==> src/rtl/sr_cmd_sequencer.sv <==
// Debounced set/reset command front-end driving an enable-gated SR latch with setup/pulse/hold sequencing.
// Optional: define SR_RESET_PRIORITY_EN to turn a simultaneous set+reset press into a reset command.
module sr_cmd_sequencer #(
  parameter int DEB_CYCLES   = 4,
  parameter int PULSE_CYCLES = 2,
  parameter int CNT_W        = 8
) (
  input  logic             clk,
  input  logic             rst,
  input  logic             set_req,
  input  logic             reset_req,
  output logic             S,
  output logic             R,
  output logic             enable,
  output logic             busy,
  output logic [CNT_W-1:0] cmd_count
);

  localparam int DEB_W   = $clog2(DEB_CYCLES + 1);
  localparam int PULSE_W = $clog2(PULSE_CYCLES + 1);

  localparam logic [DEB_W-1:0]   DEB_MAX   = DEB_W'(DEB_CYCLES);
  localparam logic [DEB_W-1:0]   REL_MAX   = DEB_W'(DEB_CYCLES - 1);
  localparam logic [PULSE_W-1:0] PULSE_MAX = PULSE_W'(PULSE_CYCLES);

  localparam logic [2:0] IDLE         = 3'd0;
  localparam logic [2:0] DEBOUNCE     = 3'd1;
  localparam logic [2:0] SETUP        = 3'd2;
  localparam logic [2:0] PULSE        = 3'd3;
  localparam logic [2:0] HOLD         = 3'd4;
  localparam logic [2:0] WAIT_RELEASE = 3'd5;

  logic             set_meta_q, set_sync_q, rst_meta_q, rst_sync_q;
  logic [2:0]       state_q, state_d;
  logic [1:0]       cap_q, cap_d;
  logic [DEB_W-1:0] deb_cnt_q, deb_cnt_d;
  logic [PULSE_W-1:0] pulse_cnt_q, pulse_cnt_d;
  logic             s_q, s_d, r_q, r_d, en_q, en_d, busy_q, busy_d;
  logic [CNT_W-1:0] cnt_q, cnt_d;
  logic [1:0]       pair;

  assign pair = {set_sync_q, rst_sync_q};

  always_comb begin
    // NOTE: every output of this block gets a default first, so no path can infer a latch.
    state_d     = state_q;
    cap_d       = cap_q;
    deb_cnt_d   = deb_cnt_q;
    pulse_cnt_d = pulse_cnt_q;
    s_d         = s_q;
    r_d         = r_q;
    en_d        = en_q;
    cnt_d       = cnt_q;

    case (state_q)
      IDLE: begin
        s_d  = 1'b0;
        r_d  = 1'b0;
        en_d = 1'b0;
        if (pair != 2'b00) begin
          cap_d     = pair;
          deb_cnt_d = DEB_W'(1);
          state_d   = DEBOUNCE;
        end
      end
      DEBOUNCE: begin
        if (pair == cap_q) begin
          if (deb_cnt_q == DEB_MAX) begin
            deb_cnt_d = '0;
            case (cap_q)
              2'b10: begin state_d = SETUP; s_d = 1'b1; end
              2'b01: begin state_d = SETUP; r_d = 1'b1; end
`ifdef SR_RESET_PRIORITY_EN
              2'b11: begin state_d = SETUP; r_d = 1'b1; end
`else
              2'b11: state_d = WAIT_RELEASE;
`endif
              default: state_d = IDLE;
            endcase
          end else begin
            deb_cnt_d = deb_cnt_q + DEB_W'(1);
          end
        end else if (pair == 2'b00) begin
          deb_cnt_d = '0;
          state_d   = IDLE;
        end else begin
          cap_d     = pair;
          deb_cnt_d = DEB_W'(1);
        end
      end
      SETUP: begin
        en_d        = 1'b1;
        pulse_cnt_d = PULSE_W'(1);
        cnt_d       = cnt_q + CNT_W'(1);
        state_d     = PULSE;
      end
      PULSE: begin
        if (pulse_cnt_q == PULSE_MAX) begin
          en_d        = 1'b0;
          pulse_cnt_d = '0;
          state_d     = HOLD;
        end else begin
          pulse_cnt_d = pulse_cnt_q + PULSE_W'(1);
        end
      end
      HOLD: begin
        s_d     = 1'b0;
        r_d     = 1'b0;
        state_d = WAIT_RELEASE;
      end
      WAIT_RELEASE: begin
        // Any activity restarts the release window, so a held button yields one command.
        if (pair != 2'b00) begin
          deb_cnt_d = '0;
        end else if (deb_cnt_q == REL_MAX) begin
          deb_cnt_d = '0;
          state_d   = IDLE;
        end else begin
          deb_cnt_d = deb_cnt_q + DEB_W'(1);
        end
      end
      default: begin
        s_d     = 1'b0;
        r_d     = 1'b0;
        en_d    = 1'b0;
        state_d = IDLE;
      end
    endcase

    busy_d = (state_d != IDLE);
  end

  // NOTE: all state is updated with non-blocking assignments so every flop samples pre-edge values.
  always_ff @(posedge clk) begin
    if (rst) begin
      set_meta_q  <= 1'b0;
      set_sync_q  <= 1'b0;
      rst_meta_q  <= 1'b0;
      rst_sync_q  <= 1'b0;
      state_q     <= IDLE;
      cap_q       <= 2'b00;
      deb_cnt_q   <= '0;
      pulse_cnt_q <= '0;
      s_q         <= 1'b0;
      r_q         <= 1'b0;
      en_q        <= 1'b0;
      busy_q      <= 1'b0;
      cnt_q       <= '0;
    end else begin
      set_meta_q  <= set_req;
      set_sync_q  <= set_meta_q;
      rst_meta_q  <= reset_req;
      rst_sync_q  <= rst_meta_q;
      state_q     <= state_d;
      cap_q       <= cap_d;
      deb_cnt_q   <= deb_cnt_d;
      pulse_cnt_q <= pulse_cnt_d;
      s_q         <= s_d;
      r_q         <= r_d;
      en_q        <= en_d;
      busy_q      <= busy_d;
      cnt_q       <= cnt_d;
    end
  end

  assign S         = s_q;
  assign R         = r_q;
  assign enable    = en_q;
  assign busy      = busy_q;
  assign cmd_count = cnt_q;

endmodule

==> config.mk <==
export PLATFORM = sky130hd
export DESIGN_NAME = sr_cmd_sequencer
export DESIGN_NICKNAME = d
export VERILOG_FILES = /design/src/rtl/sr_cmd_sequencer.sv
export SDC_FILE = /design/constraint.sdc
export NUM_CORES = 1
export LEC_CHECK = 0
export ABC_AREA = 1
export CORE_MARGIN = 4
export CORE_UTILIZATION = 46
export CTS_CLUSTER_SIZE = 10
export DETAILED_ROUTE_END_ITERATION = 10
export GPL_ROUTABILITY_DRIVEN = 0
export GPL_TIMING_DRIVEN = 0
export PLACE_DENSITY = 0.79
export SYNTH_ARGS = -nofsm -noshare
export SYNTH_HDL_FRONTEND = slang
export SYNTH_SLANG_ARGS = --single-unit
==> constraint.sdc <==
create_clock -name clk -period 1.9 [get_ports clk]
set_input_delay 0.285 -clock clk [delete_from_list [all_inputs] [get_ports clk]]
set_output_delay 0.285 -clock clk [all_outputs]
set_load 0.02 [all_outputs]
## Word-level counts from Yosys, hierarchy flattened

Index checks and enable logic that the tools add are counted.

| storage, ports and cells | value |
|---|---|
| register bits | 26 |
| input port bits | 4 |
| output and inout bits | 12 |
| word-level logic and storage cells | 85 |

| operators by class | value |
|---|---|
| add/sub/neg operators | 3 |
| equal/unequal tests | 20 |
| multiplexer cells | 32 |
| bitwise gates (word level) | 2 |
| reductions and logical operators | 15 |

Operator list:

| cell | count |
|---|---|
| $mux 3 | 12 |
| $pmux 3 s6 | 1 |
| $ne 2x2->1 const B | 6 |
| $reduce_and 4->1 | 3 |
| $eq 3x2->1 const B | 3 |
| $eq 3x3->1 const B | 3 |
| $pmux 3 s3 | 1 |
| $add 8x1->8 const B | 1 |
| $mux 1 | 8 |
| $mux 2 | 4 |
| $pmux 2 s2 | 2 |
| $eq 2x2->1 const B | 3 |
| $pmux 3 s2 | 1 |
| $reduce_bool 2->1 | 3 |
| $reduce_bool 3->1 | 2 |
| $reduce_or 3->1 | 2 |
| $ne 2x1->1 const B | 2 |
| $pmux 1 s2 | 2 |
| $reduce_and 2->1 | 2 |
| $add 3x1->3 const B | 1 |
| $eq 3x1->1 const B | 1 |
| $logic_not 3->1 | 1 |
| $pmux 1 s3 | 1 |
| $add 2x1->2 const B | 1 |
| 5 further kinds | 6 |

## Depth between registers and ports, before layout

| depth | value |
|---|---|
| depth in word-level cells | 7 |
| depth in mapped cells | 11 |
| gate-level depth less buffers | 11 |

## Worst setup path after synthesis

Ideal clock, no wire load.

| path | value |
|---|---|
| path kind | flip-flop to flip-flop |
| start point | register deb_cnt_q[0] |
| end point | register busy_q (netlist: busy) |
| library setup time | 0.121 ns |
| arrival | 1.165 ns |
| required time | 1.779 ns |
| slack | 0.613 ns |
| cell stages (with the launch flop) | 9 |
| path buffers | 0 |
| clock period less this slack | 1.287 ns |
| cell sequence | dfxtp_1 -> inv_1 -> ha_1 -> nand2_1 -> or2_2 -> nand3_1 -> nand3_1 -> nand2_1 -> nand3_1 |

| on the way | value |
|---|---|
| longest elaborated chain between the ends | 5 |
| elaborated cells on any way between the ends | 8 |
| classes of those cells | 2 x eq/ne; 5 x mux; 1 x reduce/logical |

Ends and longest elaborated chain:

| element | RTL line | source |
|---|---|---|
| from (decl) | 36 | `logic [DEB_W-1:0] deb_cnt_q, deb_cnt_d;` |
| from (signal assigned) | 156 | `deb_cnt_q <= deb_cnt_d;` |
| $eq 3x2->1 / $eq 3x3->1 (equally long branches) | 115, 68 |  |
| $mux 3 (on tied branches) | 115, 68 |  |
| $mux 3 (on tied branches) | 113, 67 |  |
| $pmux 3 s6 * | 55 | `case (state_q)` |
| $reduce_bool 3->1 * | 130 | `busy_d = (state_d != IDLE);` |
| to (signal assigned) | 161 | `busy_q <= busy_d;` |
| to (decl) | 38 | `logic s_q, s_d, r_q, r_d, en_q, en_d, busy_q, busy_d;` |

Mark *: on every way between the ends. The rest lies on a longest branch, timed or not.
A chain may end at the register's enable or synchronous reset.

## Worst setup path in the final report

| path | value |
|---|---|
| start point | register cnt_q[4] (netlist: cmd_count[4]) |
| end point | output port cmd_count[4] |

RTL lines:

| element | RTL line | source |
|---|---|---|
| from (decl) | 39 | `logic [CNT_W-1:0] cnt_q, cnt_d;` |
| from (signal assigned) | 162 | `cnt_q <= cnt_d;` |
| to (decl) | 16 | `output logic [CNT_W-1:0] cmd_count` |

No word-level cell between the ends.

==> impl_summary.txt <==
----------------------------------------------------
[Critical path]
  Worst Path Buf+Inv ... 1
  R2R Path Start ... deb_cnt_q[0]
  Crit path capture type ... output port
  Slowest cell on the critical path ... sky130_fd_sc_hd__clkdlybuf4s50_1
  Critical register-to-register path endpoint ... busy
  Cells traversed along the worst timing path ... clkdlybuf4s50_1
  Worst EP arrival ... 1.42 ns
  Worst reg2reg setup slack ... 0.38 ns
  Critical path fanouts, max ... 7
  Class of the most critical setup path ... reg -> out
  Crit-path leading delay family ... buffers and inverters
  Depth of the worst register-to-register path ... 10
  CP required ... roughly 1.6 ns
  Biggest cell delay along the critical path ... between 0.6 and 0.7 ns
  CP Launch Type ... flop

[Global routing]
  Maximum number of pins on one net before global-route repair ... 15
  Vias in the first global route ... 1017
  Global router's overall resource usage ... a little over an eighth
  Gr ovfl total ... 0
  Antenna violations before repair ... 0
  Wire length of the first global-routing pass ... 4353 um

[Power]
  Cell-internal power ... 707.7 uW
  Total power of the final layout ... 927.1 uW
  Clock power share ... 29.2%
  NetSw ... between 200 and 250 uW
  Part of the total power dissipated in sequential elements ... 61.2%
  Lkg Pwr ... ~0.00073 uW
  Pwr/cell area ... 573.0 nW/um^2
  Part of the total power dissipated in combinational logic ... 9.6%
  Max rail drop VDD ... 0.0003229 V
  Switching part of the total power ... a little under a quarter

[Yosys]
  Register area share after synthesis ... 37.38%
  Most used flip-flop cell after synthesis ... sky130_fd_sc_hd__dfxtp_1
  Compound-cell area share of the yosys netlist ... between 10% and 20%
  Library cells used by synthesis ... 26
  Mapped Area ... 1393 sq um
  Average size of a mapped cell ... around 6.9 sq um
  Ys async rst share ... 0%
  Fraction of the mapped netlist area in adder cells ... between 7 and 8%
  Total nets after synthesis ... 214
  Xor/xnor cell area share of the yosys netlist ... 0.6289%
  Mux share of post-synthesis cell area ... 0%
  Simple-gate portion of the synthesized area ... approximately a third
  Number of enable flip-flop cells after synthesis ... 0
  Total of flip-flops plus latches after synthesis ... 26
  Gate count after technology mapping ... ~200
  Synth warnings ... 0
  Combinational family with the most area after synthesis ... simple AND/OR/NAND/NOR gates

[Run]
  Number of violations of the max-capacitance limit ... 0

[Floorplanning]
  Initial core utilization ... around half
  Vertical die dimension ... 63.02 um
  Number of rows in the core area ... 19
  Number of top-level pins ... 16
  Floorplan die width ... 63.02 um
  Die area ... 3972 sq um
  Placeable core region ... between 2000 and 3000 sq um

[Finish]
  Post-layout nets ... approximately 230
  Ratio of cells with drive above 1 in the final layout ... 7.692%
  Relative area change from synthesis to final layout ... 16.17%
  Total of fill cells in the finished design ... around 280
  Combined area of the multi-input logic cells ... 714.4 sq um
  Final cell utilization of the core ... 57.19%
  Number of antenna repair diodes ... 0
  Storage cell area ... 520.5 sq um

[STA]
  Worst-margin pin slew ... 0.3806 ns
  Unrepaired setup endpoints after global routing ... no
  Part of the cycle the worst path needs ... 89.69%
  Final number of hold-violating endpoints ... 0
  Slew HR ... 74.53%
  Number of max-slew violations in the final report ... 0
  Worst hold margin ... between 0.4 and 0.5 ns
  TNS Setup ... 0 ns
  Post-route clock skew ... about 0.0029 ns
  Peak Freq ... between 0.5 and 0.6 GHz
  Min cycle time layout ... approximately 1.7 ns
  Endpoints failing setup ... 0

[Detailed routing]
  Total routed wirelength ... 2550 um
  Total via count after detailed routing ... 1216
  Average routed wire per standard cell ... just over 10 um
  Violation count after the first detailed-routing iteration ... 58
  First drt pass iteration count ... 6
  Number of nets with antenna violations after routing ... 0
  Detailed-route DRC error count ... 0
  Mean number of vias per cell ... approximately 4.8

[Clocking]
  H-tree depth reported by CTS ... 1
  Largest buffer count on any clock path ... 2
  Setup Buffers After CTS ... 0
  Clock-pin slew reported for the worst setup and hold paths after clock tree synthesis ... 0.13 ns
  Number of sinks driven by the clock tree ... 26
  Post-cts repair resize count ... 0
  Root cell of the clock tree ... sky130_fd_sc_hd__clkbuf_4
  Clock Latency Late Sink ... about 0.31 ns
  Post-CTS Hold Buffers ... 0
  TritonCTS clock tree ... yes
  Number of buffers added by the clock tree synthesis step ... 3

[Hold path]
  End point of the most critical hold path ... rst_sync_q
  Hold WC Path Type ... reg -> reg
  Min-Delay Startpoint ... rst_meta_q
  Hold-critical path depth ... 2

[Placement]
  Port Buffer Count ... 15
  Post-DP HPWL ... 1937 um

[Run status]
  Outcome ... finished clean

----------------------------------------------------
routing by layer:
metal / vias to the layer above / part of all wire [%] / GRT usage [%]
li1: 674 / - / -
met1: 528 / 52 / 18.29
met2: 12 / 45 / 21.34
met3: 2 / 2.2 / 1.799
met4: 0 / 0.75 / 4.132
met5: - / 0 / 0
cell families after synthesis:
family	after synthesis
xor+xnor	1
fa+ha+maj	8
simple gates	101
compound gates	26
flops	26
buf+inv	40
placed cells by master, fill, tap and decap left out:
cell type                         instances
sky130_fd_sc_hd__a211oi_1                 1
sky130_fd_sc_hd__a21oi_1                 17
sky130_fd_sc_hd__a41oi_1                  1
sky130_fd_sc_hd__buf_6                    1
sky130_fd_sc_hd__clkbuf_4                 3
sky130_fd_sc_hd__clkbuf_8                 1
sky130_fd_sc_hd__clkdlybuf4s50_1         15
sky130_fd_sc_hd__clkinv_1                 1
sky130_fd_sc_hd__dfxtp_1                 26
sky130_fd_sc_hd__ha_1                     8
sky130_fd_sc_hd__inv_1                   36
sky130_fd_sc_hd__inv_2                    2
sky130_fd_sc_hd__nand2_1                 51
sky130_fd_sc_hd__nand2_2                  2
sky130_fd_sc_hd__nand2_4                  1
sky130_fd_sc_hd__nand3_1                 14
sky130_fd_sc_hd__nand3_2                  2
sky130_fd_sc_hd__nand3b_1                 1
sky130_fd_sc_hd__nand4_1                  3
sky130_fd_sc_hd__nor2_1                  18
sky130_fd_sc_hd__nor2_2                   1
sky130_fd_sc_hd__nor2_4                   2
sky130_fd_sc_hd__nor3_1                   4
sky130_fd_sc_hd__nor3_2                   1
sky130_fd_sc_hd__o211ai_1                 1
sky130_fd_sc_hd__o21a_1                   1
sky130_fd_sc_hd__o21ai_0                  5
sky130_fd_sc_hd__or2_2                    1
sky130_fd_sc_hd__xnor2_1                  1
per-stage QoR:
stage | setup slack, ns | cell area (sq um) | cells
2_1_floorplan | 0.6135 | 1393 | 202
3_3_place_gp | 0.2749 | 1582 | 248
3_5_place_dp | 0.2325 | 1582 | 248
4_1_cts | 0.1786 | 1618 | 252
5_1_grt | 0.1162 | 1618 | 252
6_report | 0.1958 | 1618 | 252
power by group through the flow:
stage | clock (uW) | sequential [uW] | combinational (uW)
floorplan | 0 | 580 | 61.0
global placement | 0 | 580 | 86.9
detailed placement | 0 | 580 | 88.4
CTS | 285 | 568 | 88.8
global route | 308 | 570 | 102
finish | 271 | 567 | 88.6
flip-flops by register name, summed over array words and instances, names as in the netlist, 2 cells and up:
register / flops
cmd_count: 8
pulse_cnt_q: 2
state_q: 3
deb_cnt_q: 3
cap_q: 2
worst max-delay path by stage:
stage,from,end,slack (ns),depth (start not counted)
finish,cmd_count[4],cmd_count[4],0.20,1
global route,cmd_count[4],cmd_count[4],0.12,1
CTS,cmd_count[4],cmd_count[4],0.18,1
detailed placement,rst,busy,0.23,4
global placement,rst,busy,0.27,4
floorplan,deb_cnt_q[0],busy,0.61,8
Yosys cell counts (2+ instances only):
cell type | n | share of area [%]
sky130_fd_sc_hd__a21oi_1 | 17 | 6.1
sky130_fd_sc_hd__dfxtp_1 | 26 | 37
sky130_fd_sc_hd__ha_1 | 8 | 7.2
sky130_fd_sc_hd__inv_1 | 36 | 9.7
sky130_fd_sc_hd__inv_2 | 2 | 0.54
sky130_fd_sc_hd__nand2_1 | 51 | 14
sky130_fd_sc_hd__nand2_2 | 2 | 0.90
sky130_fd_sc_hd__nand3_1 | 14 | 5.0
sky130_fd_sc_hd__nand3_2 | 2 | 1.4
sky130_fd_sc_hd__nand4_1 | 3 | 1.3
sky130_fd_sc_hd__nor2_1 | 18 | 4.9
sky130_fd_sc_hd__nor2_4 | 2 | 1.6
sky130_fd_sc_hd__nor3_1 | 4 | 1.4
sky130_fd_sc_hd__o21ai_0 | 5 | 1.8
cell type report:
cell class,instances,area share [%]
Tap cell,31,2.398
Timing Repair Buffer,15,9.281
Inverter,39,9.049
Buffer,1,0.6961
Sequential cell,26,32.17
Clock buffer,4,2.243
Multi-Input combinational cell,136,44.16
Note: power is estimated with default switching activity, not from simulation.
